[src/rtl/decode_stage.sv]
// RV32I/M instruction-decode stage: combinational decode of the incoming word into an
// elastic one-entry pipeline register with valid/ready handshakes on both sides.
module decode_stage #(
    parameter int XLEN            = 32,
    parameter bit ENABLE_M        = 1'b1,
    parameter bit ZERO_RD_NOWRITE = 1'b1
) (
    input  logic            clk,
    input  logic            rst,
    input  logic            flush,
    input  logic            in_valid,
    output logic            in_ready,
    input  logic [31:0]     in_instr,
    input  logic [XLEN-1:0] in_pc,
    output logic            out_valid,
    input  logic            out_ready,
    output logic [XLEN-1:0] out_pc,
    output logic [4:0]      out_rs1,
    output logic [4:0]      out_rs2,
    output logic [4:0]      out_rd,
    output logic [2:0]      out_funct3,
    output logic [2:0]      out_aluop,
    output logic [15:0]     out_ctrl,
    output logic [XLEN-1:0] out_imm
);

    localparam logic [6:0] OPC_LUI    = 7'b0110111;
    localparam logic [6:0] OPC_AUIPC  = 7'b0010111;
    localparam logic [6:0] OPC_JAL    = 7'b1101111;
    localparam logic [6:0] OPC_JALR   = 7'b1100111;
    localparam logic [6:0] OPC_BRANCH = 7'b1100011;
    localparam logic [6:0] OPC_LOAD   = 7'b0000011;
    localparam logic [6:0] OPC_STORE  = 7'b0100011;
    localparam logic [6:0] OPC_OPIMM  = 7'b0010011;
    localparam logic [6:0] OPC_OP     = 7'b0110011;

    localparam logic [6:0] F7_BASE = 7'b0000000;
    localparam logic [6:0] F7_ALT  = 7'b0100000;
    localparam logic [6:0] F7_MUL  = 7'b0000001;

    logic [6:0]  opcode;
    logic [2:0]  funct3;
    logic [6:0]  funct7;
    logic [4:0]  rd;
    logic        is_lui, is_auipc, is_jal, is_jalr, is_branch;
    logic        is_load, is_store, is_opimm, is_op;
    logic        known_op, illegal, regwrite_raw;
    logic [31:0] imm32;
    logic [4:0]  d_rs1;
    logic [2:0]  d_aluop;
    logic [15:0] d_ctrl;
    logic [XLEN-1:0] d_imm;
    logic        xfer;

    assign in_ready = ~out_valid | out_ready;
    assign xfer     = in_valid & in_ready;

    always_comb begin
        opcode    = in_instr[6:0];
        funct3    = in_instr[14:12];
        funct7    = in_instr[31:25];
        rd        = in_instr[11:7];

        is_lui    = (opcode == OPC_LUI);
        is_auipc  = (opcode == OPC_AUIPC);
        is_jal    = (opcode == OPC_JAL);
        is_jalr   = (opcode == OPC_JALR);
        is_branch = (opcode == OPC_BRANCH);
        is_load   = (opcode == OPC_LOAD);
        is_store  = (opcode == OPC_STORE);
        is_opimm  = (opcode == OPC_OPIMM);
        is_op     = (opcode == OPC_OP);
        known_op  = is_lui | is_auipc | is_jal | is_jalr | is_branch |
                    is_load | is_store | is_opimm | is_op;

        illegal = ~known_op | (in_instr[1:0] != 2'b11);
        if (is_op && !(funct7 == F7_BASE || funct7 == F7_ALT || (ENABLE_M && funct7 == F7_MUL)))
            illegal = 1'b1;
        if (is_op && funct7 == F7_ALT && !(funct3 == 3'b000 || funct3 == 3'b101))
            illegal = 1'b1;
        if (is_opimm && funct3 == 3'b001 && funct7 != F7_BASE)
            illegal = 1'b1;
        if (is_opimm && funct3 == 3'b101 && funct7 != F7_BASE && funct7 != F7_ALT)
            illegal = 1'b1;
        if (is_load && (funct3 == 3'b011 || funct3[2:1] == 2'b11))
            illegal = 1'b1;
        if (is_store && funct3 > 3'b010)
            illegal = 1'b1;
        if (is_branch && funct3[2:1] == 2'b01)
            illegal = 1'b1;
        if (is_jalr && funct3 != 3'b000)
            illegal = 1'b1;

        regwrite_raw = is_lui | is_auipc | is_jal | is_jalr | is_load | is_opimm | is_op;
        if (ZERO_RD_NOWRITE && rd == 5'd0)
            regwrite_raw = 1'b0;

        // Side-effecting flags are suppressed on illegal so execute only sees a trap request.
        d_ctrl     = '0;
        d_ctrl[0]  = ~(is_lui | is_auipc | is_jal);
        d_ctrl[1]  = is_branch | is_store | is_op;
        d_ctrl[2]  = is_load & ~illegal;
        d_ctrl[3]  = is_store & ~illegal;
        d_ctrl[4]  = regwrite_raw & ~illegal;
        d_ctrl[5]  = (is_jal | is_jalr) & ~illegal;
        d_ctrl[6]  = is_jalr;
        d_ctrl[7]  = is_branch & ~illegal;
        d_ctrl[8]  = is_op & (funct7 == F7_ALT);
        d_ctrl[9]  = (funct7 == F7_ALT);
        d_ctrl[10] = (funct3 == 3'b001);
        d_ctrl[11] = is_auipc | is_jal | is_jalr;
        d_ctrl[12] = ~(is_op | is_branch);
        d_ctrl[13] = is_op & (funct7 == F7_MUL) & ENABLE_M;
        d_ctrl[14] = illegal;

        d_rs1   = is_lui ? 5'd0 : in_instr[19:15];
        d_aluop = (is_op | is_opimm) ? funct3 : 3'b000;

        if (is_jal)
            imm32 = {{11{in_instr[31]}}, in_instr[31], in_instr[19:12], in_instr[20],
                     in_instr[30:21], 1'b0};
        else if (is_branch)
            imm32 = {{19{in_instr[31]}}, in_instr[31], in_instr[7], in_instr[30:25],
                     in_instr[11:8], 1'b0};
        else if (is_store)
            imm32 = {{20{in_instr[31]}}, in_instr[31:25], in_instr[11:7]};
        else if (is_load || is_opimm || is_jalr)
            imm32 = {{20{in_instr[31]}}, in_instr[31:20]};
        else
            imm32 = {in_instr[31:12], 12'b0};
        d_imm = XLEN'($signed(imm32));
    end

    // Flush outranks a transfer and also blocks the data load, so a killed word never lands.
    always_ff @(posedge clk) begin
        if (rst) begin
            out_valid  <= 1'b0;
            out_pc     <= '0;
            out_rs1    <= '0;
            out_rs2    <= '0;
            out_rd     <= '0;
            out_funct3 <= '0;
            out_aluop  <= '0;
            out_ctrl   <= '0;
            out_imm    <= '0;
        end else begin
            if (flush)
                out_valid <= 1'b0;
            else if (xfer)
                out_valid <= 1'b1;
            else if (out_ready)
                out_valid <= 1'b0;

            if (xfer && !flush) begin
                out_pc     <= in_pc;
                out_rs1    <= d_rs1;
                out_rs2    <= in_instr[24:20];
                out_rd     <= rd;
                out_funct3 <= funct3;
                out_aluop  <= d_aluop;
                out_ctrl   <= d_ctrl;
                out_imm    <= d_imm;
            end
        end
    end

endmodule
[config.mk]
export PLATFORM = sky130hd
export DESIGN_NAME = decode_stage
export DESIGN_NICKNAME = d
export VERILOG_FILES = /design/src/rtl/decode_stage.sv
export SDC_FILE = /design/constraint.sdc
export NUM_CORES = 1
export LEC_CHECK = 0
export CORE_ASPECT_RATIO = 1.25
export CORE_MARGIN = 2
export CORE_UTILIZATION = 39
export DETAILED_ROUTE_END_ITERATION = 8
export GPL_TIMING_DRIVEN = 0
export PLACE_DENSITY = 0.79
export SLEW_MARGIN = 20
export SYNTH_ARGS = -nofsm -noshare
export SYNTH_HDL_FRONTEND = slang
export SYNTH_SLANG_ARGS = --single-unit
[constraint.sdc]
create_clock -name clk -period 1.55 [get_ports clk]
set_clock_uncertainty 0.1 [all_clocks]
set_input_delay 0.155 -clock clk [delete_from_list [all_inputs] [get_ports clk]]
set_output_delay 0.155 -clock clk [all_outputs]
set_load 0.02 [all_outputs]
After elaboration in Yosys (flattened, before gate mapping). Cells that the tools add are included.

Bits of input ports: 69. Memories: 0. Flip-flop bits (word level): 101. Memory bits (writable): 0. Output and inout bits: 103. Latch bits: 0. Logic and storage cells: 107. Memory bits (read-only): 0.

Equality and inequality tests: 18. Order comparisons: 1. Reductions and logical operators: 29. Multipliers: 0. Bitwise gates (word level): 33. Divide/modulo/power cells: 0. Shift-type cells: 0. Mux-type cells: 17. Add/subtract/negate cells: 0.

Operators by type and width (count): $mux W31 (4); $eq A7 B6 Y1 const B (4); $eq A7 B7 Y1 const B (3); $or A1 B1 Y1 (20); $eq A7 B5 Y1 const B (2); $logic_and A1 B1 Y1 (13); $mux W1 (11); $and A1 B1 Y1 (8); $eq A7 B1 Y1 const B (1); $eq A7 B2 Y1 const B (1); $logic_not A7 Y1 (1); $ne A7 B6 Y1 const B (1); $reduce_bool A7 Y1 (1); $logic_or A1 B1 Y1 (6); $logic_not A5 Y1 (1); $mux W5 (1); $not A1 Y1 (5); $eq A3 B1 Y1 const B (1); $eq A3 B2 Y1 const B (1); $eq A3 B3 Y1 const B (1); $gt A3 B2 Y1 const B (1); $logic_not A1 Y1 (3); $logic_not A3 Y1 (1); $mux W3 (1); 6 further kinds (6).

Depth between registers and ports, before layout.
Depth after elaboration: 21. Mapped depth: 8. Gate-level depth less buffers: 6.

Least setup slack after synthesis. No wires, ideal clock.

Kind: register -> register. From: register out_valid. To: register out_pc[10]. Period minus slack after synthesis: 1775 ps. Path slack: -225 ps. Stages on the path, launching flop included: 9. Arrival: 1605 ps. Buffers on the path: 3. Cell sequence: dfxtp_1 > nor2b_1 > inv_1 > nand3b_1 > buf_2 > buf_2 > buf_2 > nand2_1 > a21oi_1.

Cells in the longest elaborated chain, start to end: 4.

Ends and longest elaborated chain: from (decl) (line 15) `output logic out_valid,`; from (signal assigned) (line 137) `out_valid <= 1'b0;`; from (signal assigned) (line 148) `out_valid <= 1'b0;`; from (signal assigned) (line 150) `out_valid <= 1'b1;`; $not A1 Y1 (line 55) `assign in_ready = ~out_valid | out_ready;`; $or A1 B1 Y1 (line 55); net in_ready (line 12) `output logic in_ready,`; $and A1 B1 Y1 (line 56) `assign xfer = in_valid & in_ready;`; $logic_and A1 B1 Y1 (line 154) `if (xfer && !flush) begin`; to (signal assigned) (line 155) `out_pc <= in_pc;`; to (decl) (line 17) `output logic [XLEN-1:0] out_pc,`.

The timed path passes the listed nets, and every way through them passes these cells. A chain may end at the register's enable or synchronous reset.

Worst setup path in the final report.
From: input in_instr[2]. To: register out_ctrl[5].

Cells in the longest elaborated chain, start to end: 21. Elaborated cells on any way between the ends: 42. Classes of those cells: eq/ne: 9; mux: 8; bitwise: 13; reduce/logical: 12.

Ends and longest elaborated chain: from (decl) (line 13) `input logic [31:0] in_instr,`; $eq A7 B6 Y1 or $eq A7 B5 Y1 (tied branches) (line 64, 65); $or A1 B1 Y1 (5 in a row) (line 73) `known_op = is_lui | is_auipc | is_jal | is_jalr | is_branch |`; $or A1 B1 Y1 (3 in a row) (line 74) `is_load | is_store | is_opimm | is_op;`; $not A1 Y1 (line 76) `illegal = ~known_op | (in_instr[1:0] != 2'b11);`; $or A1 B1 Y1 (line 76); $mux W1 (line 77) `if (is_op && !(funct7 == F7_BASE || funct7 == F7_ALT || (ENABLE_M && funct7 == F7_MUL)))`; $mux W1 (line 79) `if (is_op && funct7 == F7_ALT && !(funct3 == 3'b000 || funct3 == 3'b101))`; $mux W1 (line 81) `if (is_opimm && funct3 == 3'b001 && funct7 != F7_BASE)`; $mux W1 (line 83) `if (is_opimm && funct3 == 3'b101 && funct7 != F7_BASE && funct7 != F7_ALT)`; $mux W1 (line 85) `if (is_load && (funct3 == 3'b011 || funct3[2:1] == 2'b11))`; $mux W1 (line 87) `if (is_store && funct3 > 3'b010)`; $mux W1 (line 89) `if (is_branch && funct3[2:1] == 2'b01)`; $mux W1 (line 91) `if (is_jalr && funct3 != 3'b000)`; $not A1 Y1 (line 105) `d_ctrl[5] = (is_jal | is_jalr) & ~illegal;`; $and A1 B1 Y1 * (line 105); to (signal assigned) (line 161) `out_ctrl <= d_ctrl;`; to (decl) (line 23) `output logic [15:0] out_ctrl,`.

Every way passes the cells marked *; elsewhere a longest branch is shown, timed or not.

==> run metrics <==
Period Utilization, post-route 104%; largest net degree at the start of global routing 17; Synth Flop Type dfxtp_1; RSZ-0062 raised after global routing true; Die ar. approximately 0.011 mm^2; Worst-path clk slew about 0.070 ns; Slew Limit Fails 0; Crit Reg-Reg Endpoint out_aluop[2]; Worst Hold Class input port to flop; Yosys cell types 46; First-pass DRT Iterations 5; largest family of logic cells by synthesized area simple AND/OR/NAND/NOR gates; cts hold-fix bufs 0; outcome finished, violations left; initial antenna violation count 0; first-pass GRT wire length around 22000 um; Post-Synth Simple-Gate Area between 20% and 30%; vias post-DR 4529; Core ar. 0.0102 mm^2; DRC 0; Final WS setup -0.0688 ns; hold_sp in_instr[30]; Clock Sinks 101; IO buf count 166; Avg Vias per Cell around 5.4; Hold Crit Endpoint out_imm[30]; Ant. Diodes 0; Hold Path Depth 3; number of DRC markers in iteration 0 246; Synth Register Bits roughly 100; Setup CP Type input port to flop; Synth Area in XOR/XNOR 0%; synth warn 0; Worst-Skew Late Latency between 0.3 and 0.4 ns; VDD IR max 554 uV; Max FO, Critical Path 7; PD cells approximately 920 mW/mm^2; CTS tree yes; EDFF count, synth 0; syn avg cell area just under 8 um^2; aggregate routed wire length about 15000 um; Initial Utilization 40.4%; failing checks setup timing; Rel. slew slack a little under three fifths; Tmin final 1.62 ns; synthesis-to-layout area growth 65.1%; CP required 1.67 ns; gpl congestion approximately 1; Die Wd 95.8 um; number of cell rows between 40 and 50; Crit. End Element flop; most frequent cells in the layout 128 x nand2_1, 100 x dfxtp_1, 84 x a21oi_1; fmax 618 MHz; syn_nets 588; r2r setup slk -0.01 ns; mux contribution to synthesized area 0.244%; Tightest Pin Transition 0.668 ns; die height 119 um; Wirelength per Cell 17.8 um; startpoint types input port; clock tree buffer depth 2; DP HPWL 11000 um; async set or reset register ratio after synthesis 0%; commonest non-fill, non-tap cell in the layout nand2_1; I/O pin total about 170; setup_tns -0.194 ns; Adder-Cell Fraction of Synth Area 0%; vias in the first global route 4410; leak pwr 3.58 nW; Post-Syn Area 0.00411 mm^2; All-Layer GR Usage 25.4%; Num CTS Buffers 9; Mapped Cells a little over 500; max cap viols 0; Worst Path Arrival 1.74 ns; post-route ant nets 0; sequential cell area fraction in the yosys report between 40 and 50%; Worst R2R Start out_valid; Clock Tree Root clkbuf_16; Worst Reg2Reg Path Length in Cells 6; grt ovf 0; final setup vio count 4; Nets about 800; Final Core Density 66.8%; htree depth 3; Compound-Gate Fraction of Synth Area 21.1%; ratio of cells with drive above 1 in the final layout 14.7%; final hold viol count 0
[cell type report]
cell class | count | area, um^2
fill | 858 | 3380
clock inverter | 4 | 52.6
inverter | 6 | 22.5
buffer | 39 | 290
timing repair buffer | 182 | 1860
multi-input combinational | 372 | 2100
clock buffer | 12 | 267
tap | 129 | 161
sequential | 101 | 2020
[where the power goes]
part | internal (mW) | leakage (nW) | switching [mW]
clock network | 1.39 | 0.160 | 1.01
logic | 0.480 | 2.60 | 0.609
registers | 2.71 | 0.825 | 0.0546
total | 4.58 | 3.58 | 1.68
[stage by stage]
step           power (mW)  instance area (um^2)  hold slack (ns)  worst slack, ns  instances
3_5_place_dp         3.85                  5960            0.346           -0.878        814
3_3_place_gp         3.83                  5960            0.340           -0.871        814
4_1_cts              6.24                  6560            0.134         -0.00976        843
6_report             6.26                  6780           0.0964          -0.0688        845
5_1_grt              6.45                  6780            0.126          -0.0743        845
2_1_floorplan        3.30                  4140            0.127          0.00948        519
[cells in the mapped netlist (2+ instances only)]
master,count,area share (%)
nand2_1,130,12
dfxtp_1,101,49
a21oi_1,87,11
nor2_1,37,3.4
o21ai_0,28,3.4
clkbuf_1,22,2.0
buf_2,16,1.9
nor3_1,12,1.5
nand3_1,10,1.2
a211oi_1,7,1.3
a22oi_1,6,1.1
inv_1,6,0.55
a2bb2oi_1,5,1.1
a221oi_1,4,0.85
nor2b_1,4,0.61
o31ai_1,4,0.73
nand3b_1,3,0.55
a211o_1,2,0.43
a41oi_1,2,0.43
and2_1,2,0.30
nand4_1,2,0.30
nor3_4,2,0.79
nor3b_1,2,0.37
or2_2,2,0.30
or3_4,2,0.55
[flip-flops by register name, summed over array words and instances, names as in the netlist]
| name | count |
|---|---|
| out_imm | 32 |
| out_rd | 5 |
| out_rs2 | 5 |
| out_funct3 | 3 |
| out_valid | 1 |
| out_ctrl | 15 |
| out_pc | 32 |
| out_rs1 | 5 |
| out_aluop | 3 |
[worst max path at each step]
| stage | from | endpoint | slack (ns) |
|---|---|---|---|
| after floorplan | out_valid | out_rs1[0] | 0.009 |
| after global placement | in_instr[31] | out_ctrl[5] | -0.87 |
| after detailed placement | in_instr[31] | out_ctrl[5] | -0.88 |
| after CTS | out_valid | out_imm[30] | -0.01 |
| after global routing | out_valid | out_pc[25] | -0.07 |
| final | in_instr[2] | out_ctrl[5] | -0.07 |
[critical path, cell delays in order]
cell	delay, ns
dlygate4sd2_1	0.26
buf_6	0.14
nand4b_1	0.23
buf_4	0.23
nor3_4	0.22
a21oi_2	0.09
o311ai_2	0.31
a21oi_1	0.10
[cells by family after synthesis]
family | count (synthesis)
AO/OA/AOI/OAI | 151
buffers and inverters | 46
flip-flops | 101
multiplexers | 1
other | 1
AND/OR/NAND/NOR | 219
[per-layer routing]
metal	routed length [um]	track usage [%]	vias up
met5	0	0	-
met4	359	10.4	0
met3	1100	4.40	29
met2	7740	44.4	191
met1	5870	30.1	2144
li1	-	-	2165
[what timing repair did]
| item | 4_1_cts | 5_1_grt |
|---|---|---|
| pin swaps | 16 | 8 |
| setup buffers | 14 | 1 |
| cloned | 0 | 1 |
| gates resized for setup | 123 | 86 |
| setup endpoints to repair | 144 | 134 |
No activity file was read; power rests on OpenSTA's default activity.
